**src/rtl/add32_sched.sv**
```systemverilog
// Two-master round-robin scheduler that runs 32-bit add/sub through a shared 16-bit adder in two passes.
// Optional signed-overflow flag enabled by defining ADD32_SCHED_OVF_EN.
module add32_sched (
  input  logic        clk,
  input  logic        rst_n,
  input  logic        req0_valid,
  output logic        req0_ready,
  input  logic [31:0] req0_a,
  input  logic [31:0] req0_b,
  input  logic        req0_sub,
  input  logic        req1_valid,
  output logic        req1_ready,
  input  logic [31:0] req1_a,
  input  logic [31:0] req1_b,
  input  logic        req1_sub,
  output logic [15:0] add_a,
  output logic [15:0] add_b,
  output logic        add_cin,
  input  logic [15:0] add_sum,
  input  logic        add_cout,
  output logic        res_valid,
  input  logic        res_ready,
  output logic [31:0] res_sum,
  output logic        res_cout,
  output logic        res_ovf,
  output logic        res_id
);

  typedef enum logic [1:0] {IDLE, LO, HI, DONE} state_t;

  state_t      r_state;
  state_t      w_next;
  logic        r_last;
  logic        w_grant0;
  logic        w_grant1;
  logic        w_accept;
  logic [31:0] r_a;
  logic [31:0] r_b;
  logic        r_sub;
  logic        r_carry;
  logic        r_id;
  logic [31:0] r_sum;
  logic        r_cout;

  // The master that was not granted last wins a tie; a lone requester always wins.
  assign w_grant0 = req0_valid && (!req1_valid || r_last);
  assign w_grant1 = req1_valid && (!req0_valid || !r_last);
  assign w_accept = (r_state == IDLE) && (w_grant0 || w_grant1);

  always_ff @(posedge clk or negedge rst_n) begin
    if (!rst_n) r_state <= IDLE;
    else        r_state <= w_next;
  end

  always_comb begin
    w_next = r_state;
    case (r_state)
      IDLE:    if (w_accept) w_next = LO;
      LO:      w_next = HI;
      HI:      w_next = DONE;
      DONE:    if (res_ready) w_next = IDLE;
      default: w_next = IDLE;
    endcase
  end

  always_comb begin
    req0_ready = 1'b0;
    req1_ready = 1'b0;
    add_a      = 16'd0;
    add_b      = 16'd0;
    add_cin    = 1'b0;
    res_valid  = 1'b0;
    case (r_state)
      IDLE: begin
        req0_ready = rst_n && w_grant0;
        req1_ready = rst_n && w_grant1;
      end
      LO: begin
        add_a   = r_a[15:0];
        add_b   = r_b[15:0];
        add_cin = r_sub;
      end
      HI: begin
        add_a   = r_a[31:16];
        add_b   = r_b[31:16];
        add_cin = r_carry;
      end
      DONE:    res_valid = 1'b1;
      default: res_valid = 1'b0;
    endcase
  end

  // Operand b is stored pre-inverted for subtract so both passes are plain adds.
  always_ff @(posedge clk or negedge rst_n) begin
    if (!rst_n) begin
      r_last  <= 1'b1;
      r_a     <= 32'd0;
      r_b     <= 32'd0;
      r_sub   <= 1'b0;
      r_carry <= 1'b0;
      r_id    <= 1'b0;
      r_sum   <= 32'd0;
      r_cout  <= 1'b0;
    end else begin
      case (r_state)
        IDLE: begin
          if (w_accept) begin
            r_a    <= w_grant1 ? req1_a : req0_a;
            r_b    <= w_grant1 ? (req1_sub ? ~req1_b : req1_b)
                               : (req0_sub ? ~req0_b : req0_b);
            r_sub  <= w_grant1 ? req1_sub : req0_sub;
            r_id   <= w_grant1;
            r_last <= w_grant1;
          end
        end
        LO: begin
          r_sum[15:0] <= add_sum;
          r_carry     <= add_cout;
        end
        HI: begin
          r_sum[31:16] <= add_sum;
          r_cout       <= add_cout;
        end
        default: r_cout <= r_cout;
      endcase
    end
  end

`ifdef ADD32_SCHED_OVF_EN
  logic r_ovf;

  always_ff @(posedge clk or negedge rst_n) begin
    if (!rst_n)              r_ovf <= 1'b0;
    else if (r_state == HI)  r_ovf <= (r_a[31] == r_b[31]) && (add_sum[15] != r_a[31]);
  end

  assign res_ovf = r_ovf;
`else
  assign res_ovf = 1'b0;
`endif

  assign res_sum  = r_sum;
  assign res_cout = r_cout;
  assign res_id   = r_id;

endmodule

```
**config.mk**
```make
export PLATFORM = sky130hd
export DESIGN_NAME = add32_sched
export DESIGN_NICKNAME = d
export VERILOG_FILES = /design/src/rtl/add32_sched.sv
export SDC_FILE = /design/constraint.sdc
export NUM_CORES = 1
export LEC_CHECK = 0
export BUFFER_PORTS_ARGS = -buffer_cell sky130_fd_sc_hd__buf_4
export CORE_ASPECT_RATIO = 0.9
export CORE_UTILIZATION = 35
export DETAILED_ROUTE_END_ITERATION = 10
export PLACE_DENSITY = 0.66
export SKIP_LAST_GASP = 1
export SLEW_MARGIN = 10
export SYNTH_ARGS = -nofsm -noshare
export SYNTH_HDL_FRONTEND = slang
export SYNTH_SLANG_ARGS = --single-unit
```
**constraint.sdc**
```tcl
create_clock -name clk -period 2.3 [get_ports clk]
set_clock_uncertainty 0.1 [all_clocks]
set_input_delay 0.23 -clock clk [delete_from_list [all_inputs] [get_ports clk]]
set_output_delay 0.23 -clock clk [all_outputs]
set_load 0.05 [all_outputs]
```
==> metrics.txt, run 1 <==
# TYPE chip_impl_metric gauge
chip_impl_info{name="outcome",value="complete, no violations"} 1
chip_impl_info{name="clock-root-buffer",value="clkbuf_16"} 1
chip_impl_metric{name="synth_area_per_cell",unit="um^2"} 10.6
chip_impl_info{name="r2r_end",value="r_a[4]$_DFFE_PN0P_"} 1
chip_impl_info{name="rsz0062_at_grt",value="false"} 1
chip_impl_metric{name="power_switching",unit="mW"} 5.24
chip_impl_metric{name="coreArea",unit="um^2"} 15500
chip_impl_metric{name="worstPathArrival",unit="ps"} 1860
chip_impl_metric{name="synth-async-reset-ratio",unit="%"} 100
chip_impl_metric{name="global_route.overflow_total",unit=""} 0
chip_impl_metric{name="finalMaxSlewViolations",unit=""} 0
chip_impl_metric{name="total_power",unit="mW"} 11.2
chip_impl_metric{name="yosysWarningCount",unit=""} 0
chip_impl_metric{name="p_seq_share",unit="%"} 28.9
chip_impl_info{name="r2r-start",value="r_state[0]$_DFFE_PN0P_"} 1
chip_impl_info{name="synth_flop_cell",value="dfrtp_1"} 1
chip_impl_metric{name="power.density_cell_area",unit="nW/um^2"} 1440
chip_impl_metric{name="die_outline_height",unit="um"} 122
chip_impl_metric{name="floorplan.initialDensity",unit="%"} 36.1
chip_impl_metric{name="internal_power",unit="mW"} 5.98
chip_impl_info{name="kind_of_end_point_of_the_critical_path",value="primary output"} 1
chip_impl_metric{name="share_clk_of_total_power",unit="%"} 13.2
chip_impl_metric{name="timing.final.hold_violations",unit=""} 0
chip_impl_metric{name="number_of_antenna_violations_at_the_first_check_in_global_routing",unit=""} 0
chip_impl_metric{name="swShare",unit="%"} 46.7
chip_impl_metric{name="tightest_slew",unit="ps"} 724
chip_impl_metric{name="power.ir.vdd_worst",unit="mV"} 1.19
chip_impl_metric{name="layout_min_cycle_time",unit="ps"} 2190
chip_impl_metric{name="synth.net_count",unit=""} 688
chip_impl_metric{name="layout.core_utilization",unit="%"} 50.0
chip_impl_metric{name="timing.reg2reg.setup_slack",unit="ps"} 450
chip_impl_metric{name="final_nets",unit=""} 888
chip_impl_metric{name="num_rows",unit=""} 43
chip_impl_metric{name="clk-insertion-delay-late",unit="ps"} 340
chip_impl_metric{name="worst-r2r-cell-count",unit=""} 5
chip_impl_metric{name="largest_net_degree_at_the_start_of_global_routing",unit=""} 102
chip_impl_info{name="worstHoldPathType",value="in -> reg"} 1
chip_impl_metric{name="routabilityCongestion",unit=""} 0.789
chip_impl_metric{name="antenna_cells_inserted",unit=""} 0
chip_impl_info{name="start_kind",value="flip-flop"} 1
chip_impl_metric{name="drt-total-wl",unit="um"} 14100
chip_impl_metric{name="drt_iter0_drc",unit=""} 191
chip_impl_metric{name="post-dp-hpwl",unit="um"} 10300
chip_impl_metric{name="dp_cells",unit=""} 921
chip_impl_metric{name="number_of_h_tree_levels",unit=""} 3
chip_impl_metric{name="detailedPlace.worstSlack",unit="ps"} 389
chip_impl_metric{name="fin_ws",unit="ps"} 114
chip_impl_info{name="leading_cell_types_in_the_layout_fill_and_taps_excluded",value="buf_4 (227), dfrtp_1 (102), nand2_1 (66), mux2i_1 (65), xor2_1 (64)"} 1
chip_impl_metric{name="floorplan.die_area",unit="um^2"} 16500
chip_impl_metric{name="post_drt_via_cell_ratio",unit=""} 4.79
chip_impl_metric{name="drt-wirelength-per-cell",unit="um"} 15.0
chip_impl_metric{name="port_buffers",unit=""} 221
chip_impl_metric{name="path_clk_slew",unit="ps"} 70
chip_impl_metric{name="clock_path_buffers",unit=""} 2
chip_impl_metric{name="vias",unit=""} 4489
chip_impl_info{name="worstHoldStart",value="req0_valid"} 1
chip_impl_metric{name="post-route-drc-count",unit=""} 0
chip_impl_metric{name="final_layout_size_suffix_gt1_share",unit="%"} 39.0
chip_impl_metric{name="max_cap_violations",unit=""} 0
chip_impl_metric{name="synth-seq-cells",unit=""} 103
chip_impl_metric{name="area_growth",unit="%"} 38.5
chip_impl_metric{name="cts-buffers-inserted",unit=""} 9
chip_impl_metric{name="pin_count",unit=""} 223
chip_impl_metric{name="layout_worst_path_cycle_share",unit="%"} 95.0
chip_impl_metric{name="report.final.setup_viol",unit=""} 0
chip_impl_metric{name="worst_slew_margin_rel",unit="%"} 51.5
chip_impl_metric{name="grt_pass1_wl",unit="um"} 22400
chip_impl_metric{name="detailedRoute.firstPassIterationCount",unit=""} 4
chip_impl_metric{name="cellLeakagePower",unit="nW"} 3.72
chip_impl_metric{name="die-width",unit="um"} 135
chip_impl_metric{name="synth.yosys.seq_area_share",unit="%"} 45.9
chip_impl_metric{name="combPwrFrac",unit="%"} 57.8
chip_impl_metric{name="clock_sink_count",unit=""} 103
chip_impl_metric{name="route.antenna.remaining_nets",unit=""} 0
chip_impl_metric{name="upper_clock_frequency_limit",unit="MHz"} 458
chip_impl_info{name="cts_tree",value="done"} 1
chip_impl_metric{name="final_cell_count_no_fill",unit=""} 937
chip_impl_metric{name="synthCells",unit=""} 531
chip_impl_metric{name="synth_edf_count",unit=""} 0
chip_impl_metric{name="synth_cell_type_count",unit=""} 27
chip_impl_info{name="crit_path_start",value="r_state[0]$_DFFE_PN0P_"} 1
chip_impl_info{name="mostFrequentLayoutCell",value="buf_4"} 1
chip_impl_metric{name="critPathMaxFanout",unit=""} 34
chip_impl_metric{name="fin_setup_tns",unit="ps"} 0
chip_impl_info{name="holdPathEnd",value="r_last$_DFFE_PN1P_"} 1
chip_impl_metric{name="synth.cell_area",unit="um^2"} 5610
chip_impl_metric{name="cp_data_required_time",unit="ps"} 1970
chip_impl_metric{name="groute.usage.overall",unit="%"} 17.4
chip_impl_metric{name="grt_pass1_vias",unit=""} 4621
chip_impl_info{name="critical_path_class",value="reg -> out"} 1
chip_impl_metric{name="hold-path-cell-count",unit=""} 2
per-stage QoR:
step           hold slack [ps]  area [um^2]
4_1_cts                   3.01         7770
3_3_place_gp             -60.5         7470
5_1_grt                   10.3         7770
2_1_floorplan             -166         5610
6_report                  27.7         7770
3_5_place_dp             -60.7         7470
cells in the mapped netlist, drive strengths merged, types with 3 or more instances:
library cell,number,area share [%]
nand2,66,4.4
dfrtp,102,45
inv,3,0.20
buf,27,3.0
clkbuf,19,1.4
xor2,64,10
mux2,35,7.0
mux2i,65,12
nor2b,34,3.8
a22oi,33,4.4
ha,5,1.1
o21ai,66,5.9
a21oi,3,0.27
power groups by stage:
stage | Clock (mW) | Combinational, mW | Sequential, mW
floorplan | 0 | 3.53 | 4.23
global route | 1.62 | 6.95 | 3.36
global placement | 0 | 6.42 | 3.22
detailed placement | 0 | 6.55 | 3.28
CTS | 1.55 | 6.58 | 3.25
finish | 1.48 | 6.49 | 3.25
flip-flops by register name, summed over array words and instances, names as in the netlist:
name and cells:
r_sub 1, r_carry 1, res_cout 1, r_state 2, r_b 32, r_a 32
r_last 1, res_sum 32, res_id 1
worst max path at each step:
stage                endpoint  slack (ps)  cells past startpoint
floorplan            add_a[0]          50                      6
global placement    add_b[12]         470                      5
detailed placement   add_b[5]         390                      5
CTS                  add_b[5]          70                      5
global route        add_b[15]           2                      6
finish              add_b[12]         110                      5
repair_timing:
action,in CTS,in global routing
buffers inserted,0,0
endpoints found under the hold margin,103,0
hold buffers,1,0
resized for setup,1,0
setup endpoints to repair,1,0
kinds of logic (layout without fill, tap and decap cells):
family / count (synthesis) / count (layout) / share of synthesized area [%]
AO/OA/AOI/OAI: 106 / 106 / 11.2
XOR/XNOR: 64 / 64 / 9.99
adder cells (fa/ha/maj): 5 / 5 / 1.11
buffers and inverters: 49 / 253 / 4.59
flip-flops: 103 / 103 / 45.9
multiplexers: 100 / 100 / 18.6
other: 1 / 1 / 0.0668
AND/OR/NAND/NOR: 103 / 103 / 8.47
critical path, stage by stage, from the launching register on:
cell and delay, ps:
dfrtp_1 410, inv_1 110, ha_1 300, buf_6 250
nor2b_1 210, buf_4 220
layer usage:
| metal | vias to the layer above | GRT usage (%) | routed length [um] |
|---|---|---|---|
| met3 | 11 | 3.79 | 916 |
| met2 | 148 | 30.2 | 6980 |
| met5 | - | 0 | 0 |
| met1 | 2123 | 22.0 | 6050 |
| li1 | 2207 | - | - |
| met4 | 0 | 4.49 | 140 |
area by class of cell:
type	count	area, um^2
Tap cell	202	253
Sequential cell	103	2580
Fill cell	1440	7770
Clock inverter	5	58.8
Timing Repair Buffer	235	1850
Inverter	3	11.3
Multi-Input combinational cell	379	2800
Clock buffer	10	229
(Power assumes the default switching activity.)
==> inputs of run 2 (changes only) <==
--- a/config.mk
+++ b/config.mk
@@ -9,6 +9,7 @@
 export CORE_ASPECT_RATIO = 0.9
 export CORE_UTILIZATION = 35
 export DETAILED_ROUTE_END_ITERATION = 10
+export MAX_ROUTING_LAYER = met4
 export PLACE_DENSITY = 0.66
 export SKIP_LAST_GASP = 1
 export SLEW_MARGIN = 10
==> run 2 against run 1 <==
Against the previous run:
- total power about the same
- final area unchanged
- critical path depth unchanged
- via count up 0.53%
- clock-buffer cell count unchanged
- global-route usage up 0.53 points
- largest cell class unchanged
- largest power group unchanged
- cell count unchanged
==> metrics.txt, run 2 (synthesized netlist as in run 1, its figures left out) <==
# TYPE chip_impl_metric gauge
chip_impl_info{name="start_kind",value="flip-flop"} 1
chip_impl_metric{name="report.final.setup_viol",unit=""} 0
chip_impl_info{name="rsz0062_at_grt",value="false"} 1
chip_impl_info{name="critical_path_class",value="reg -> out"} 1
chip_impl_info{name="crit_path_start",value="r_state[0]$_DFFE_PN0P_"} 1
chip_impl_info{name="kind_of_end_point_of_the_critical_path",value="primary output"} 1
chip_impl_metric{name="finalMaxSlewViolations",unit=""} 0
chip_impl_metric{name="power.ir.vdd_worst",unit="mV"} 1.19
chip_impl_info{name="leading_cell_types_in_the_layout_fill_and_taps_excluded",value="buf_4 (227), dfrtp_1 (102), nand2_1 (66), mux2i_1 (65), xor2_1 (64)"} 1
chip_impl_metric{name="nFillCells",unit=""} 1440
chip_impl_metric{name="cp_data_required_time",unit="ps"} 1970
chip_impl_metric{name="critPathMaxFanout",unit=""} 34
chip_impl_metric{name="drt_iter0_drc",unit=""} 186
chip_impl_metric{name="max_cap_violations",unit=""} 0
chip_impl_metric{name="area_growth",unit="%"} 38.5
chip_impl_info{name="r2r_end",value="r_a[4]$_DFFE_PN0P_"} 1
chip_impl_metric{name="coreArea",unit="um^2"} 15500
chip_impl_metric{name="worst_hold_slack",unit="ps"} 26.6
chip_impl_metric{name="timing.reg2reg.setup_slack",unit="ps"} 450
chip_impl_metric{name="die_outline_height",unit="um"} 122
chip_impl_metric{name="number_of_antenna_violations_at_the_first_check_in_global_routing",unit=""} 0
chip_impl_metric{name="detailedRoute.firstPassIterationCount",unit=""} 7
chip_impl_info{name="cts_tree",value="done"} 1
chip_impl_metric{name="final_cell_count_no_fill",unit=""} 937
chip_impl_metric{name="worst-r2r-cell-count",unit=""} 5
chip_impl_info{name="cell_chain_critical_path",value="inv_1 > ha_1 > buf_6 > nor2b_1 > buf_4"} 1
chip_impl_metric{name="floorplan.initialDensity",unit="%"} 36.1
chip_impl_metric{name="worst_slew_margin_rel",unit="%"} 51.7
chip_impl_metric{name="timing.final.hold_violations",unit=""} 0
chip_impl_metric{name="final_nets",unit=""} 888
chip_impl_metric{name="power.density_cell_area",unit="nW/um^2"} 1440
chip_impl_info{name="slowest_stage",value="dfrtp_1"} 1
chip_impl_metric{name="cellLeakagePower",unit="nW"} 3.72
chip_impl_metric{name="drt-total-wl",unit="um"} 14100
chip_impl_metric{name="clk-insertion-delay-late",unit="ps"} 340
chip_impl_metric{name="fin_setup_tns",unit="ps"} 0
chip_impl_metric{name="routabilityCongestion",unit=""} 0.800
chip_impl_metric{name="global_route.overflow_total",unit=""} 0
chip_impl_metric{name="num_rows",unit=""} 43
chip_impl_metric{name="worst_path_largest_cell_delay",unit="ps"} 410
chip_impl_metric{name="post_drt_via_cell_ratio",unit=""} 4.82
chip_impl_metric{name="number_of_h_tree_levels",unit=""} 3
chip_impl_metric{name="grt_pass1_vias",unit=""} 4621
chip_impl_metric{name="cts.repair_timing.setup_buffer_count",unit=""} 0
chip_impl_metric{name="clock_path_buffers",unit=""} 2
chip_impl_metric{name="pin_count",unit=""} 223
chip_impl_metric{name="tightest_slew",unit="ps"} 723
chip_impl_metric{name="layout_worst_path_cycle_share",unit="%"} 95.4
chip_impl_metric{name="port_buffers",unit=""} 221
chip_impl_metric{name="post-route-drc-count",unit=""} 0
chip_impl_metric{name="largest_net_degree_at_the_start_of_global_routing",unit=""} 102
chip_impl_metric{name="layout_min_cycle_time",unit="ps"} 2190
chip_impl_metric{name="storage_cell_area",unit="um^2"} 2580
chip_impl_metric{name="die-width",unit="um"} 135
chip_impl_metric{name="path_clk_slew",unit="ps"} 70
chip_impl_info{name="outcome",value="complete, no violations"} 1
chip_impl_metric{name="antenna_cells_inserted",unit=""} 0
chip_impl_metric{name="grt_pass1_wl",unit="um"} 22400
chip_impl_info{name="clock-root-buffer",value="clkbuf_16"} 1
chip_impl_metric{name="multi_input_gate_area",unit="um^2"} 2800
chip_impl_metric{name="cts-buffers-inserted",unit=""} 9
chip_impl_metric{name="worstPathArrival",unit="ps"} 1860
chip_impl_metric{name="route.antenna.remaining_nets",unit=""} 0
chip_impl_info{name="mostFrequentLayoutCell",value="buf_4"} 1
chip_impl_metric{name="floorplan.die_area",unit="um^2"} 16500
chip_impl_info{name="worst_path_dominant_cell_family",value="buffers and inverters"} 1
chip_impl_info{name="setup.worst_path.end",value="add_b[12]"} 1
chip_impl_metric{name="worst-path-stages",unit=""} 5
chip_impl_info{name="r2r-start",value="r_state[0]$_DFFE_PN0P_"} 1
chip_impl_metric{name="critPathBufInv",unit=""} 3
chip_impl_metric{name="vias",unit=""} 4513
chip_impl_metric{name="dp_cells",unit=""} 921
chip_impl_metric{name="final_layout_size_suffix_gt1_share",unit="%"} 39.0
chip_impl_metric{name="post-dp-hpwl",unit="um"} 10300
chip_impl_metric{name="drt-wirelength-per-cell",unit="um"} 15.1
chip_impl_metric{name="upper_clock_frequency_limit",unit="MHz"} 456
chip_impl_metric{name="groute.usage.overall",unit="%"} 18.0
chip_impl_info{name="worstHoldPathType",value="in -> reg"} 1
chip_impl_metric{name="clock_sink_count",unit=""} 103
[run 2: worst reg2reg max path, delay by kind of cell (launching register included)]
family | cells | cell delay (ps)
compound gates | 2 | 480
flops | 1 | 420
buf+inv | 2 | 380
fa+ha+maj | 1 | 370
[run 2: area by class of cell]
type,instances,share of cell area (%)
tap,202,3.25
clock buffer,10,2.95
clock inverter,5,0.756
timing repair buffer,235,23.7
sequential,103,33.2
multi-input combinational,379,36.0
inverter,3,0.145
[run 2: metrics by stage]
| stage | cell area (um^2) | utilization (%) | total power, mW | worst slack (ps) |
|---|---|---|---|---|
| after floorplan | 5610 | - | 7.75 | 45.0 |
| after global routing | 7770 | 50.0 | 11.9 | 1.75 |
| after global placement | 7470 | 48.1 | 9.65 | 466 |
| after detailed placement | 7470 | 48.1 | 9.83 | 389 |
| final | 7770 | 50.0 | 11.2 | 106 |
| after CTS | 7770 | 50.0 | 11.4 | 71.9 |
[run 2: how the worst min path moves through the flow]
stage / from / cells past startpoint / endpoint
final: req0_valid / 2 / r_last$_DFFE_PN1P_
after global routing: add_sum[11] / 2 / res_sum[11]$_DFFE_PN0N_
after CTS: req0_valid / 2 / r_last$_DFFE_PN1P_
after detailed placement: rst_n / 1 / res_id$_DFFE_PN0P_
after global placement: rst_n / 1 / res_id$_DFFE_PN0P_
after floorplan: rst_n / 0 / r_a[0]$_DFFE_PN0P_
[run 2: routing by layer]
metal / global-route usage, % / share of wire [%] / wire, um / vias up
li1: - / - / - / 2207
met1: 22.0 / 44 / 6210 / 2134
met2: 30.3 / 50 / 7010 / 160
met3: 3.58 / 5.4 / 764 / 12
met4: 4.49 / 0.84 / 119 / 0
met5: - / 0 / 0 / -
[run 2: power breakdown]
part / leakage [nW] / internal (mW) / total [mW] / switching [mW]
Clock: 0.135 / 0.839 / 1.49 / 0.647
Sequential: 1.25 / 2.73 / 3.25 / 0.512
Combinational: 2.33 / 2.41 / 6.49 / 4.09
Total: 3.72 / 5.98 / 11.2 / 5.24
[run 2: repair_timing]
item,CTS,global route
resized for setup,1,0
endpoints found under the hold margin,103,0
endpoints found under the setup margin,1,0
hold buffers,1,0
==> inputs of run 3 (changes only) <==
--- a/config.mk
+++ b/config.mk
@@ -7,10 +7,10 @@
 export LEC_CHECK = 0
 export BUFFER_PORTS_ARGS = -buffer_cell sky130_fd_sc_hd__buf_4
 export CORE_ASPECT_RATIO = 0.9
-export CORE_UTILIZATION = 35
+export CORE_UTILIZATION = 49
 export DETAILED_ROUTE_END_ITERATION = 10
 export MAX_ROUTING_LAYER = met4
-export PLACE_DENSITY = 0.66
+export PLACE_DENSITY = 0.86
 export SKIP_LAST_GASP = 1
 export SLEW_MARGIN = 10
 export SYNTH_ARGS = -nofsm -noshare
==> run 3 against run 2 <==
Against the previous run:
- total power decreased by 0.29%
- worst setup slack lost 63 ps
- cell count is 5.3% lower
- via count shrank 0.60%
- sequential share of layout area is 0.31 points higher
- critical path depth is 1 higher
- hold slack better by 6.0 ps
- maximum frequency down 2.8%
- clock-buffer cell count down 1
- largest power group unchanged
- highest routed layer unchanged
==> metrics.txt, run 3 (synthesized netlist as in run 1, its figures left out) <==
# TYPE chip_impl_metric gauge
chip_impl_metric{name="finalMaxSlewViolations",unit=""} 0
chip_impl_info{name="cell_chain_critical_path",value="inv_1 > ha_1 > buf_4 > a22oi_1 > nor2b_1 > buf_6"} 1
chip_impl_info{name="holdPathEnd",value="res_sum[12]$_DFFE_PN0N_"} 1
chip_impl_info{name="crit_path_start",value="r_state[0]$_DFFE_PN0P_"} 1
chip_impl_metric{name="final_layout_size_suffix_gt1_share",unit="%"} 39.2
chip_impl_metric{name="clock_sink_count",unit=""} 103
chip_impl_metric{name="worst_hold_slack",unit="ps"} 32.6
chip_impl_metric{name="worst-r2r-cell-count",unit=""} 5
chip_impl_metric{name="cellLeakagePower",unit="nW"} 3.71
chip_impl_metric{name="post-route-drc-count",unit=""} 0
chip_impl_metric{name="post-dp-hpwl",unit="um"} 10400
chip_impl_info{name="worst_path_dominant_cell_family",value="buffers and inverters"} 1
chip_impl_metric{name="upper_clock_frequency_limit",unit="MHz"} 443
chip_impl_metric{name="worstPathArrival",unit="ps"} 1930
chip_impl_metric{name="swShare",unit="%"} 47.4
chip_impl_metric{name="vias",unit=""} 4486
chip_impl_metric{name="grt_pass1_vias",unit=""} 4580
chip_impl_metric{name="power_switching",unit="mW"} 5.30
chip_impl_info{name="critical_path_class",value="reg -> out"} 1
chip_impl_metric{name="fin_setup_tns",unit="ps"} 0
chip_impl_info{name="outcome",value="complete, no violations"} 1
chip_impl_metric{name="number_of_antenna_violations_at_the_first_check_in_global_routing",unit=""} 0
chip_impl_info{name="r2r-start",value="r_state[0]$_DFFE_PN0P_"} 1
chip_impl_metric{name="port_buffers",unit=""} 221
chip_impl_metric{name="critPathMaxFanout",unit=""} 13
chip_impl_metric{name="global_route.overflow_total",unit=""} 0
chip_impl_metric{name="final_nets",unit=""} 887
chip_impl_metric{name="drt_iter0_drc",unit=""} 232
chip_impl_metric{name="share_clk_of_total_power",unit="%"} 13.0
chip_impl_info{name="start_kind",value="flip-flop"} 1
chip_impl_metric{name="tightest_slew",unit="ps"} 637
chip_impl_metric{name="antenna_cells_inserted",unit=""} 0
chip_impl_metric{name="critPathBufInv",unit=""} 3
chip_impl_metric{name="report.final.setup_viol",unit=""} 0
chip_impl_metric{name="cp_data_required_time",unit="ps"} 1970
chip_impl_metric{name="p_seq_share",unit="%"} 29.4
chip_impl_metric{name="hold-path-cell-count",unit=""} 2
chip_impl_metric{name="fin_ws",unit="ps"} 42.6
chip_impl_metric{name="pin_count",unit=""} 223
chip_impl_metric{name="drt-total-wl",unit="um"} 13900
chip_impl_metric{name="cts.repair_timing.setup_buffer_count",unit=""} 0
chip_impl_metric{name="drt-wirelength-per-cell",unit="um"} 15.6
chip_impl_metric{name="num_rows",unit=""} 36
chip_impl_metric{name="detailedRoute.firstPassIterationCount",unit=""} 5
chip_impl_info{name="cts_tree",value="done"} 1
chip_impl_metric{name="worst_path_largest_cell_delay",unit="ps"} 450
chip_impl_info{name="rsz0062_at_grt",value="true"} 1
chip_impl_info{name="worstHoldPathType",value="in -> reg"} 1
chip_impl_metric{name="number_of_h_tree_levels",unit=""} 3
chip_impl_metric{name="cts-buffers-inserted",unit=""} 9
chip_impl_info{name="mostFrequentLayoutCell",value="buf_4"} 1
chip_impl_metric{name="area_growth",unit="%"} 37.2
chip_impl_info{name="r2r_end",value="r_b[9]$_DFFE_PN0P_"} 1
chip_impl_metric{name="power.ir.vdd_worst",unit="mV"} 0.598
chip_impl_info{name="worstHoldStart",value="add_sum[12]"} 1
chip_impl_metric{name="clk-insertion-delay-late",unit="ps"} 330
chip_impl_metric{name="timing.final.hold_violations",unit=""} 0
chip_impl_metric{name="routabilityCongestion",unit=""} 0.825
chip_impl_info{name="kind_of_end_point_of_the_critical_path",value="primary output"} 1
chip_impl_metric{name="layout_worst_path_cycle_share",unit="%"} 98.1
chip_impl_metric{name="route.antenna.remaining_nets",unit=""} 0
chip_impl_metric{name="post_drt_via_cell_ratio",unit=""} 5.06
chip_impl_metric{name="coreArea",unit="um^2"} 11000
chip_impl_metric{name="detailedPlace.worstSlack",unit="ps"} 381
chip_impl_metric{name="floorplan.initialDensity",unit="%"} 51.1
chip_impl_metric{name="total_power",unit="mW"} 11.2
chip_impl_metric{name="internal_power",unit="mW"} 5.89
chip_impl_metric{name="groute.usage.overall",unit="%"} 24.8
chip_impl_metric{name="combPwrFrac",unit="%"} 57.6
chip_impl_info{name="clock-root-buffer",value="clkbuf_16"} 1
chip_impl_metric{name="max_cap_violations",unit=""} 0
chip_impl_metric{name="grt_pass1_wl",unit="um"} 22300
chip_impl_metric{name="path_clk_slew",unit="ps"} 70
chip_impl_metric{name="timing.reg2reg.setup_slack",unit="ps"} 400
chip_impl_metric{name="die-width",unit="um"} 115
chip_impl_metric{name="largest_net_degree_at_the_start_of_global_routing",unit=""} 131
chip_impl_metric{name="power.density_cell_area",unit="nW/um^2"} 1450
chip_impl_info{name="slowest_stage",value="dfrtp_1"} 1
chip_impl_metric{name="layout.core_utilization",unit="%"} 70.1
chip_impl_metric{name="layout_min_cycle_time",unit="ps"} 2260
chip_impl_metric{name="clock_path_buffers",unit=""} 2
chip_impl_metric{name="die_outline_height",unit="um"} 104
chip_impl_metric{name="floorplan.die_area",unit="um^2"} 11900
chip_impl_metric{name="worst_slew_margin_rel",unit="%"} 57.5
chip_impl_info{name="leading_cell_types_in_the_layout_fill_and_taps_excluded",value="buf_4 (225), dfrtp_1 (102), nand2_1 (66), mux2i_1 (65), xor2_1 (64)"} 1
run 3: worst max path at each step:
stage,end,slack (ps),cells after the start
6_report,add_b[1],40,6
5_1_grt,add_b[1],-40,6
4_1_cts,add_a[1],10,6
3_5_place_dp,add_a[1],380,6
3_3_place_gp,add_a[1],450,6
2_1_floorplan,add_a[0],50,6
run 3: cell type report:
class	instances	area [um^2]
Clock buffer	9	225
Clock inverter	7	55.1
Fill cell	851	3290
Inverter	3	11.3
Multi-Input combinational cell	379	2810
Sequential cell	103	2580
Tap cell	152	190
Timing Repair Buffer	234	1830
run 3: worst reg2reg max path: cells and delay by family (launching register included):
| kind | cells | cell delay, ps |
|---|---|---|
| DFF | 1 | 450 |
| adders and majority gates | 1 | 350 |
| buffers and inverters | 2 | 500 |
| AOI/OAI and AO/OA | 2 | 370 |
run 3: routing by layer:
| layer | up-vias | track usage (%) | part of all wire [%] |
|---|---|---|---|
| li1 | 2210 | - | - |
| met2 | 151 | 40.3 | 49 |
| met1 | 2116 | 32.2 | 45 |
| met4 | 0 | 5.94 | 0.82 |
| met5 | - | - | 0 |
| met3 | 9 | 4.33 | 5.2 |
run 3: what timing repair did:
item | in CTS | in global routing
hold buffers | 1 | 0
endpoints found under the hold margin | 3 | 0
gates resized for setup | 0 | 4
endpoints found under the setup margin | 0 | 22
run 3: per-stage QoR:
stage / std cells / cell area [um^2]
floorplan: 531 / 5610
global placement: 870 / 7390
detailed placement: 870 / 7390
CTS: 887 / 7680
global route: 887 / 7700
finish: 887 / 7700
run 3: power by group through the flow:
stage / Sequential [mW] / Clock, mW / Combinational (mW)
2_1_floorplan: 4.23 / 0 / 3.53
3_3_place_gp: 3.28 / 0 / 6.28
3_5_place_dp: 3.31 / 0 / 6.46
4_1_cts: 3.28 / 1.49 / 6.46
5_1_grt: 3.39 / 1.57 / 6.89
6_report: 3.29 / 1.46 / 6.44
